==> src/rtl/uart_pkg.sv <==
// Shared definitions for the UART transmitter.
//  uart_state_t    : transmitter frame state
//  UART_IDLE_LEVEL : level of the serial line while no bit is being sent
package uart_pkg;

    typedef enum logic [2:0] {
        IDLE   = 3'd0,
        ARMED  = 3'd1,
        START  = 3'd2,
        DATA   = 3'd3,
        PARITY = 3'd4,
        STOP   = 3'd5
    } uart_state_t;

    localparam logic UART_IDLE_LEVEL = 1'b1;

endpackage

==> src/rtl/uart_tx_tick.sv <==
// uart_tx_tick: serial UART transmitter paced by a one-cycle bit-rate strobe.
// Accepts a word on a valid/ready handshake and sends start, data (LSB first),
// optional parity and stop bits, each lasting exactly one tick period.
// Ports:
//  clk   : system clock, rising edge
//  rst   : synchronous active-high reset
//  tick  : bit-rate enable strobe, one clk wide (never used as a clock)
//  data  : word to send, sampled when valid && ready
//  valid : upstream has a word
//  ready : block can accept a word (registered)
//  tx    : serial line, idle high (registered)
//  busy  : frame in progress, from acceptance until the last stop bit ends
module uart_tx_tick
    import uart_pkg::*;
#(
    parameter int DATA_WIDTH = 8,
    parameter int STOP_BITS  = 1,
    parameter int PARITY_EN  = 0,
    parameter int PARITY_ODD = 0
) (
    input  logic                  clk,
    input  logic                  rst,
    input  logic                  tick,
    input  logic [DATA_WIDTH-1:0] data,
    input  logic                  valid,
    output logic                  ready,
    output logic                  tx,
    output logic                  busy
);

    localparam int                CNT_W     = $clog2(DATA_WIDTH);
    localparam logic [CNT_W-1:0]  LAST_BIT  = CNT_W'(DATA_WIDTH - 1);
    localparam logic              LAST_STOP = (STOP_BITS == 2);

    if (DATA_WIDTH < 5 || DATA_WIDTH > 9) begin : g_bad_data_width
        $error("uart_tx_tick: DATA_WIDTH must be in 5..9");
    end
    if (STOP_BITS < 1 || STOP_BITS > 2) begin : g_bad_stop_bits
        $error("uart_tx_tick: STOP_BITS must be 1 or 2");
    end
    if (PARITY_EN < 0 || PARITY_EN > 1) begin : g_bad_parity_en
        $error("uart_tx_tick: PARITY_EN must be 0 or 1");
    end
    if (PARITY_ODD < 0 || PARITY_ODD > 1) begin : g_bad_parity_odd
        $error("uart_tx_tick: PARITY_ODD must be 0 or 1");
    end

    // Parity bit for a word: even parity, inverted when odd parity is selected.
    function automatic logic calc_parity(input logic [DATA_WIDTH-1:0] word);
        return (^word) ^ (PARITY_ODD != 0);
    endfunction

    uart_state_t           state_q,    state_d;
    logic [DATA_WIDTH-1:0] shift_q,    shift_d;
    logic                  par_q,      par_d;
    logic [CNT_W-1:0]      bit_cnt_q,  bit_cnt_d;
    logic                  stop_cnt_q, stop_cnt_d;
    logic                  tx_q,       tx_d;
    logic                  ready_q,    ready_d;
    logic                  busy_q,     busy_d;

    // Next-state and output computation for the frame FSM.
    always_comb begin
        state_d    = state_q;
        shift_d    = shift_q;
        par_d      = par_q;
        bit_cnt_d  = bit_cnt_q;
        stop_cnt_d = stop_cnt_q;
        tx_d       = tx_q;
        ready_d    = ready_q;
        busy_d     = busy_q;

        case (state_q)
            IDLE: begin
                // A tick here is deliberately ignored: the word waits in ARMED
                // for the next full tick so the start bit is never shortened.
                if (valid && ready_q) begin
                    state_d = ARMED;
                    shift_d = data;
                    par_d   = calc_parity(data);
                    ready_d = 1'b0;
                    busy_d  = 1'b1;
                end else begin
                    state_d = IDLE;
                end
            end
            ARMED: begin
                if (tick) begin
                    state_d = START;
                    tx_d    = 1'b0;
                end else begin
                    state_d = ARMED;
                end
            end
            START: begin
                // The shift register always presents the next data bit at bit 0.
                if (tick) begin
                    state_d   = DATA;
                    tx_d      = shift_q[0];
                    shift_d   = {1'b0, shift_q[DATA_WIDTH-1:1]};
                    bit_cnt_d = '0;
                end else begin
                    state_d = START;
                end
            end
            DATA: begin
                if (tick) begin
                    if (bit_cnt_q == LAST_BIT) begin
                        if (PARITY_EN != 0) begin
                            state_d = PARITY;
                            tx_d    = par_q;
                        end else begin
                            state_d    = STOP;
                            tx_d       = UART_IDLE_LEVEL;
                            stop_cnt_d = 1'b0;
                        end
                    end else begin
                        bit_cnt_d = bit_cnt_q + CNT_W'(1);
                        tx_d      = shift_q[0];
                        shift_d   = {1'b0, shift_q[DATA_WIDTH-1:1]};
                    end
                end else begin
                    state_d = DATA;
                end
            end
            PARITY: begin
                if (tick) begin
                    state_d    = STOP;
                    tx_d       = UART_IDLE_LEVEL;
                    stop_cnt_d = 1'b0;
                end else begin
                    state_d = PARITY;
                end
            end
            STOP: begin
                if (tick) begin
                    if (stop_cnt_q == LAST_STOP) begin
                        state_d = IDLE;
                        ready_d = 1'b1;
                        busy_d  = 1'b0;
                    end else begin
                        stop_cnt_d = 1'b1;
                    end
                end else begin
                    state_d = STOP;
                end
            end
            default: begin
                state_d = IDLE;
                tx_d    = UART_IDLE_LEVEL;
                ready_d = 1'b1;
                busy_d  = 1'b0;
            end
        endcase
    end

    // State, datapath and registered outputs with synchronous reset.
    always_ff @(posedge clk) begin
        if (rst) begin
            state_q    <= IDLE;
            shift_q    <= '0;
            par_q      <= 1'b0;
            bit_cnt_q  <= '0;
            stop_cnt_q <= 1'b0;
            tx_q       <= UART_IDLE_LEVEL;
            ready_q    <= 1'b1;
            busy_q     <= 1'b0;
        end else begin
            state_q    <= state_d;
            shift_q    <= shift_d;
            par_q      <= par_d;
            bit_cnt_q  <= bit_cnt_d;
            stop_cnt_q <= stop_cnt_d;
            tx_q       <= tx_d;
            ready_q    <= ready_d;
            busy_q     <= busy_d;
        end
    end

    assign tx    = tx_q;
    assign ready = ready_q;
    assign busy  = busy_q;

endmodule

==> config.mk <==
export PLATFORM = sky130hd
export DESIGN_NAME = uart_tx_tick
export DESIGN_NICKNAME = d
export VERILOG_FILES = /design/src/rtl/uart_pkg.sv /design/src/rtl/uart_tx_tick.sv
export SDC_FILE = /design/constraint.sdc
export NUM_CORES = 1
export LEC_CHECK = 0
export CORE_MARGIN = 2
export CORE_UTILIZATION = 31
export DETAILED_ROUTE_END_ITERATION = 16
export GPL_ROUTABILITY_DRIVEN = 0
export SLEW_MARGIN = 30
export SYNTH_ARGS = -nofsm -noshare
export SYNTH_HDL_FRONTEND = slang
export SYNTH_SLANG_ARGS = --single-unit
==> constraint.sdc <==
create_clock -name clk -period 5.1 [get_ports clk]
set_clock_uncertainty 0.1 [all_clocks]
set_input_delay 0.51 -clock clk [delete_from_list [all_inputs] [get_ports clk]]
set_output_delay 0.51 -clock clk [all_outputs]
set_load 0.01 [all_outputs]
; Word level (Yosys, flattened, before mapping)
; Index checks and enable logic that the tools add are counted.
[word_totals]
register_bits = 18
input_bits = 12
out_inout_bits = 3
wordCells = 77
[classes]
add_sub_neg = 1
n_eq_ne = 17
n_mux = 37
n_bitwise = 2
n_reduce_logical = 13
[ops]
columns = operator, count
row1 = 8-bit 2-to-1 mux, 4
row2 = 8-bit one-hot mux with 3 select lines, 1
row3 = 3-bit 2-to-1 mux, 7
row4 = 1-bit 2-to-1 mux, 18
row5 = "2-bit != test, second input constant", 9
row6 = 3-bit one-hot mux with 6 select lines, 1
row7 = 5-bit AND reduction, 3
row8 = "3-bit == test, second input constant", 3
row9 = 1-bit one-hot mux with 3 select lines, 3
row10 = 4-bit AND reduction, 2
row11 = "3-bit by 2-bit == test with 1-bit output, second input constant", 2
row12 = "3-bit != test, second input constant", 2
row13 = 3-bit one-hot mux with 2 select lines, 1
row14 = 3-bit nonzero test, 2
row15 = 1-bit one-hot mux with 5 select lines, 1
row16 = 4-bit OR reduction, 1
row17 = "3-bit by 1-bit adder with 3-bit output, second input constant", 1
row18 = "3-bit by 1-bit == test with 1-bit output, second input constant", 1
row19 = 3-bit logical NOT, 1
row20 = 2-bit 2-to-1 mux, 1
row21 = 1-bit NOT, 2
row22 = 2-bit AND reduction, 1
row23 = 2-bit nonzero test, 1
row24 = 2-bit OR reduction, 1
row25 = 1-bit logical AND, 1

; Longest topological paths before layout
; Gate-level depths: netlist of the first run.
[depth]
depth_word = 4
mapped_depth = 7
mapped_depth_nobuf = 6

; Worst setup path after synthesis of the first run
; OpenSTA, ideal clock, no wires.
[synth_path]
path_type = flip-flop to flip-flop
startpoint = reg bit_cnt_q[0]
endpoint = reg shift_q[3]
setup_time_ps = 88
arrival_ps = 1519
slack_ps = 3393
stages_incl_launch_ff = 8
path_buffers = 1
synth_period_minus_slack_ps = 1707
cell_sequence = dfxtp_1 > ha_1 > ha_1 > nand2b_1 > a21oi_4 > buf_6 > a21oi_1 > a311oi_2
[synth_between]
elab_chain_len = 3
[synth_rtl]
columns = item, line_no
row1 = "start, declared", uart_tx_tick.sv:56  ; logic [CNT_W-1:0] bit_cnt_q, bit_cnt_d;
row2 = "start signal, assigned", uart_tx_tick.sv:172  ; bit_cnt_q <= bit_cnt_d;
row3 = 3-bit == test, uart_tx_tick.sv:108  ; if (bit_cnt_q == LAST_BIT) begin
row4 = 2-bit != test (no source line), --
row5 = 5-bit AND reduction (no source line), --
row6 = "end signal, assigned", uart_tx_tick.sv:170  ; shift_q <= shift_d;
row7 = "end, declared", uart_tx_tick.sv:54  ; logic [DATA_WIDTH-1:0] shift_q, shift_d;
; Every way passes these cells.
; A chain may end at the register's enable or synchronous reset.

; Worst setup path in the final report of the first run
[layout_path]
startpoint = reg bit_cnt_q[0]
endpoint = reg shift_q[4]
; Same word-level chain as after synthesis.

==> results.ini, run 1 <==
[place]
post-place-cells=131
place_hpwl_um=1090
port_buffers=14
dpl_cell_area_um2=1040

[job]
cap_violations=0

[yosys]
yosys.area_share.adder=0.0274
yosysWarnings=0
synth_cells=95
yosysUniqueCellTypes=35
synth_xor_area_frac=0.00959
syn_avg_cell_area_um2=9.61
synth_top_cells_by_count=17 x dfxtp_1, 12 x a21oi_1, 10 x mux2i_1
syn-num-nets=109
syn-cell-area_um2=913
synth_seq_cells=17
seq_area_frac_synth=0.373
synth_mux_area_frac=0.110
postSynth.asyncResetShare=0
yosysMostFrequentCell=dfxtp_1
synth_top_cell_area_share=0.373
synth_compound_area_frac=0.278
synth_top_cell_by_area=dfxtp_1
synth_edf_count=0
ys.flop_type=dfxtp_1
synth_top_cells_by_area=dfxtp_1 37%, mux2i_1 11%, a21oi_1 6.6%
synth-simple-area-share=0.137
synth_top_family_by_area=compound AO/OA/AOI/OAI gates

[route]
drc=0
first_pass_iters=4
vias_per_cell=5.49
routed_wirelength_um=1630
vias=741
ant_nets=0
wl_per_cell_um=12.1
drt_first_iter_violations=16

[clock_tree]
post_cts_buffers=0
root_buffer=clkbuf_4
cts_sinks=17
cts_max_level=1
cts.clk_slew.worst_paths_ns=0.10
cts_tree=built
cts-resized-gates=0
numCtsBuffers=3
postCtsHoldBufs=0
worstSkewPairLatency_ns=0.29
cts_buffer_depth=2

[min_path]
min_path_type=register to register

[floorplanning]
ios=15
die_w_um=58.3
fp.coreArea_um2=2780
die_height_um=58.3
placementRows=19
die_area_um2=3400
start_util=0.328

[setup_path]
crit_buf_inv=0
cp-start-kind=register
cp_common_cell=ha_1
required_ns=5.20
cpPeakStageDelay_ns=0.40
path_cells=ha_1, ha_1, nand2b_1, a21oi_4, a21oi_1, a311oi_2
worst-setup-path-type=register to register
crit_family=compound AO/OA/AOI/OAI gates
crit_arrival_ns=2.03
cp-end-kind=register
cp_max_fo=16
worst_path_max_delay_cell=a21oi_4

[timing]
slew_headroom=0.541
tns_ns=0
fmax_mhz=519
fin_crit_sh=0.378
setup_viol=0
grt_setup_unrepaired=no
worst_pin_slew_ns=0.686
slew_viol_final=0
finalHoldViolCount=0
min_period_ns=1.93

[pwr]
powerDensity_nw_per_um2=290
p_sw_frac=0.302
internal_power_mw=0.215
ir_drop_mv=0.223
leakage_nw=0.448
comb_power_share=0.245
p_clk_frac=0.237
pwr-share-seq=0.518
p_switching_mw=0.0929

[outcome]
status=finished clean

[grt]
grt_pass1_wl_um=2770
grt_max_degree=18
grt_overflow_total=0
grt_pass1_vias=613
track_usage=0.106
antenna_found_initial=0

[layout]
layout.cells.non_filler=135
n_fill_cell=292
multiInputGateArea_um2=513
n_antenna_cell=0
final_layout_size_suffix_gt1_frac=0.115
seqCellArea_um2=340
postLayoutCellArea_um2=1060
area_growth_pct=16.4
fin_nets=119

final timing paths:
path                      from          to  slack (ns)  depth (start not counted)
setup reg to reg  bit_cnt_q[0]  shift_q[4]        3.17                          6
hold reg to reg           busy        busy        0.40                          2
hold / removal            busy        busy        0.40                          2
setup / recovery  bit_cnt_q[0]  shift_q[4]        3.17                          6
state kept, by name (all words and copies together) (netlist names):
signal     cells
state_q        3
busy           1
shift_q        8
ready          1
bit_cnt_q      3
tx             1
metal layers:
layer	up-vias	GRT usage	share of wire
met1	355	0.141	0.49
met3	2	0.0491	0.047
met2	11	0.157	0.45
li1	373	-	-
met5	-	0	0
met4	0	0.0199	0.0086
worst reg2reg max path: cells and delay by family (launching register included):
kind | cells | cell delay (ns)
DFF | 1 | 0.34
and+or+nand+nor | 1 | 0.19
AOI/OAI and AO/OA | 3 | 0.79
adders and majority gates | 2 | 0.42
metrics by stage:
step	setup slack (ns)	hold slack [ns]	power (mW)	utilization
4_1_cts	3.16	0.404	0.313	0.382
2_1_floorplan	3.39	0.368	0.221	-
6_report	3.17	0.398	0.308	0.382
5_1_grt	2.99	0.458	0.333	0.382
3_3_place_gp	2.93	0.367	0.236	0.372
3_5_place_dp	2.90	0.387	0.238	0.372
layout by cell type (no fill, tap or decap), drive strengths merged:
master | netlist | layout
dfxtp | 17 | 17
clkdlybuf4s50 | 0 | 14
a21oi | 13 | 13
mux2i | 10 | 10
a311oi | 7 | 7
nand2 | 6 | 6
nor2 | 6 | 6
clkbuf | 3 | 3
o21ai | 3 | 3
nand2b | 2 | 2
and3 | 2 | 2
a21o | 2 | 2
ha | 2 | 2
and2b | 1 | 1
nand3 | 1 | 1
nand4 | 1 | 1
nor3b | 1 | 1
nor4b | 1 | 1
xor2 | 1 | 1
a211oi | 1 | 1
a311o | 1 | 1
a21boi | 1 | 1
and4 | 1 | 1
o21ba | 1 | 1
or4 | 1 | 1
inv | 1 | 1
o21bai | 1 | 1
o21a | 1 | 1
o221ai | 1 | 1
clkinv | 0 | 1
area by class of cell:
| cell class | instances | share of cell area |
|---|---|---|
| Inverter | 1 | 0.00353 |
| Multi-Input combinational cell | 68 | 0.482 |
| Tap cell | 31 | 0.0365 |
| Clock buffer | 3 | 0.0212 |
| Clock inverter | 1 | 0.00471 |
| Sequential cell | 17 | 0.320 |
| Timing Repair Buffer | 14 | 0.132 |
power groups by stage:
stage	Combinational, mW	Clock (mW)	Sequential (mW)
floorplan	0.0629	0	0.158
global placement	0.0743	0	0.162
detailed placement	0.0760	0	0.162
CTS	0.0762	0.0772	0.159
global route	0.0837	0.0873	0.162
finish	0.0753	0.0731	0.160
kinds of logic after synthesis:
logic type	after synthesis
multiplexers	10
adder cells (fa/ha/maj)	2
buffers and inverters	10
AO/OA/AOI/OAI	32
flip-flops	17
XOR/XNOR	1
AND/OR/NAND/NOR	23
No activity file was read; power rests on OpenSTA's default activity.
==> run 2: changes to the inputs <==
==> constraint.sdc (replaced) <==
create_clock -name clk -period 2 [get_ports clk]
set_clock_uncertainty 0.1 [all_clocks]
set_input_delay 0.2 -clock clk [delete_from_list [all_inputs] [get_ports clk]]
set_output_delay 0.2 -clock clk [all_outputs]
set_load 0.01 [all_outputs]
==> results.ini, run 2 (synthesis results as in run 1) <==
[clock_tree]
numCtsBuffers=3  ; unchanged
cts_sinks=17  ; unchanged
cts_max_level=1  ; unchanged
worstSkewPairLatency_ns=0.28  ; about the same
cts_buffer_depth=2  ; unchanged
cts.clk_slew.worst_paths_ns=0.10  ; about the same
postCtsHoldBufs=0  ; unchanged
root_buffer=clkbuf_4
cts_tree=built

[route]
vias_per_cell=5.18  ; -5.6%
wl_per_cell_um=12.0  ; -0.85%
routed_wirelength_um=1710  ; +5.0%
ant_nets=0  ; unchanged
first_pass_iters=3  ; -1
vias=741  ; unchanged
drt_first_iter_violations=10  ; -6
drc=0  ; unchanged

[timing]
tns_ns=0  ; unchanged
grt_setup_unrepaired=no
min_period_ns=1.83  ; -0.101 ns
holdWs_ns=0.388  ; -0.0106 ns
setup_viol=0  ; unchanged
slew_viol_final=0  ; unchanged
fmax_mhz=548  ; +5.5%
slew_headroom=0.600  ; +0.0582
finalHoldViolCount=0  ; unchanged
fin_crit_sh=0.913  ; +0.535
worst_pin_slew_ns=0.601  ; -0.0852 ns

[setup_path]
worst-setup-path-type=register to register
critPathLaunch=bit_cnt_q[0]
crit_arrival_ns=1.92  ; -0.11 ns
required_ns=2.09  ; -3.11 ns
crit_buf_inv=1  ; +1
worst_path_max_delay_cell=dfxtp_1
crit_family=compound AO/OA/AOI/OAI gates
r2r_start=bit_cnt_q[0]
cp_max_fo=5  ; -11
cp_common_cell=ha_1
cp-end-kind=register
cp-start-kind=register
cpPeakStageDelay_ns=0.33  ; -0.07 ns
path_cells=ha_1, ha_1, nand2b_1, a21oi_4, buf_4, a21oi_1, a311oi_1

[floorplanning]
ios=15  ; unchanged
die_area_um2=3400  ; unchanged
start_util=0.328  ; unchanged
die_w_um=58.3  ; unchanged
die_height_um=58.3  ; unchanged
fp.coreArea_um2=2780  ; unchanged
placementRows=19  ; unchanged

[layout]
reg.largest.list=shift_q: 8 flops, bit_cnt_q: 3 flops, state_q: 3 flops
area_growth_pct=24.2
fin_nets=127  ; +6.7%
multiInputGateArea_um2=513  ; unchanged
final_core_util=0.408  ; +0.0256
n_fill_cell=276  ; -5.5%
n_antenna_cell=0  ; unchanged
final_cell_mix=17 x dfxtp_1, 14 x clkdlybuf4s50_1, 12 x a21oi_1
seqCellArea_um2=340  ; unchanged
top_register=shift_q
layout_commonest_cell=dfxtp_1
largest_reg_flops=8  ; unchanged
final_layout_size_suffix_gt1_frac=0.170  ; +0.0543

[grt]
antenna_found_initial=0  ; unchanged
grt_pass1_vias=681  ; +11%
grt_overflow_total=0  ; unchanged
track_usage=0.108  ; +0.00199
grt_pass1_wl_um=2840  ; +2.2%
grt_max_degree=17  ; -1

[place]
port_buffers=14  ; unchanged
place_hpwl_um=1230  ; +13%

[pwr]
leakage_nw=0.488  ; +8.9%
powerDensity_nw_per_um2=718  ; +150%
ir_drop_mv=0.443  ; +99%

[min_path]
min_path_type=register to register
hold_start=busy

[outcome]
status=finished clean

[job]
cap_violations=0  ; unchanged

## run 2: final timing paths
kind	endpoint	slack (ns)	cells after the start
setup / recovery	shift_q[6]	0.17	7
hold / removal	busy	0.39	2
setup reg to reg	shift_q[6]	0.17	7
hold reg to reg	busy	0.39	2
## run 2: timing repair
action / 4_1_cts / 5_1_grt
buffers inserted: 0 / 2
resized for setup: 0 / 0
endpoints found under the setup margin: 0 / 4
## run 2: power breakdown
| part | switching (mW) | total (mW) | internal (mW) |
|---|---|---|---|
| Combinational | 0.106 | 0.234 | 0.128 |
| Sequential | 0.0283 | 0.402 | 0.374 |
| Clock | 0.101 | 0.178 | 0.0773 |
## run 2: worst register-to-register path: stages, from the launching register on
cell      delay, ns
dfxtp_1        0.33
ha_1           0.20
ha_1           0.22
nand2b_1       0.19
a21oi_4        0.20
buf_4          0.17
a21oi_1        0.06
a311oi_1       0.28
## run 2: per-layer routing
metal,global-route usage,wire length (um),vias up
met4,0.0399,14,0
met1,0.130,833,341
met2,0.181,806,9
met3,0.0290,60,2
met5,0,0,-
li1,-,-,389
## run 2: per-stage QoR
stage	worst slack [ns]	cells	cell area [um2]	total power, mW
after floorplan	0.293	95	913	0.563
after global placement	0.146	137	1080	0.619
after detailed placement	0.0836	137	1080	0.626
after CTS	0.0627	141	1110	0.808
after global routing	0.0894	143	1130	0.867
final	0.175	143	1130	0.814
## run 2: cell type report
type                            count  share of cell area
Multi-Input combinational cell     68               0.452
Inverter                            1             0.00331
Sequential cell                    17               0.300
Tap cell                           31              0.0342
Timing Repair Buffer               22               0.187
Clock buffer                        4              0.0232
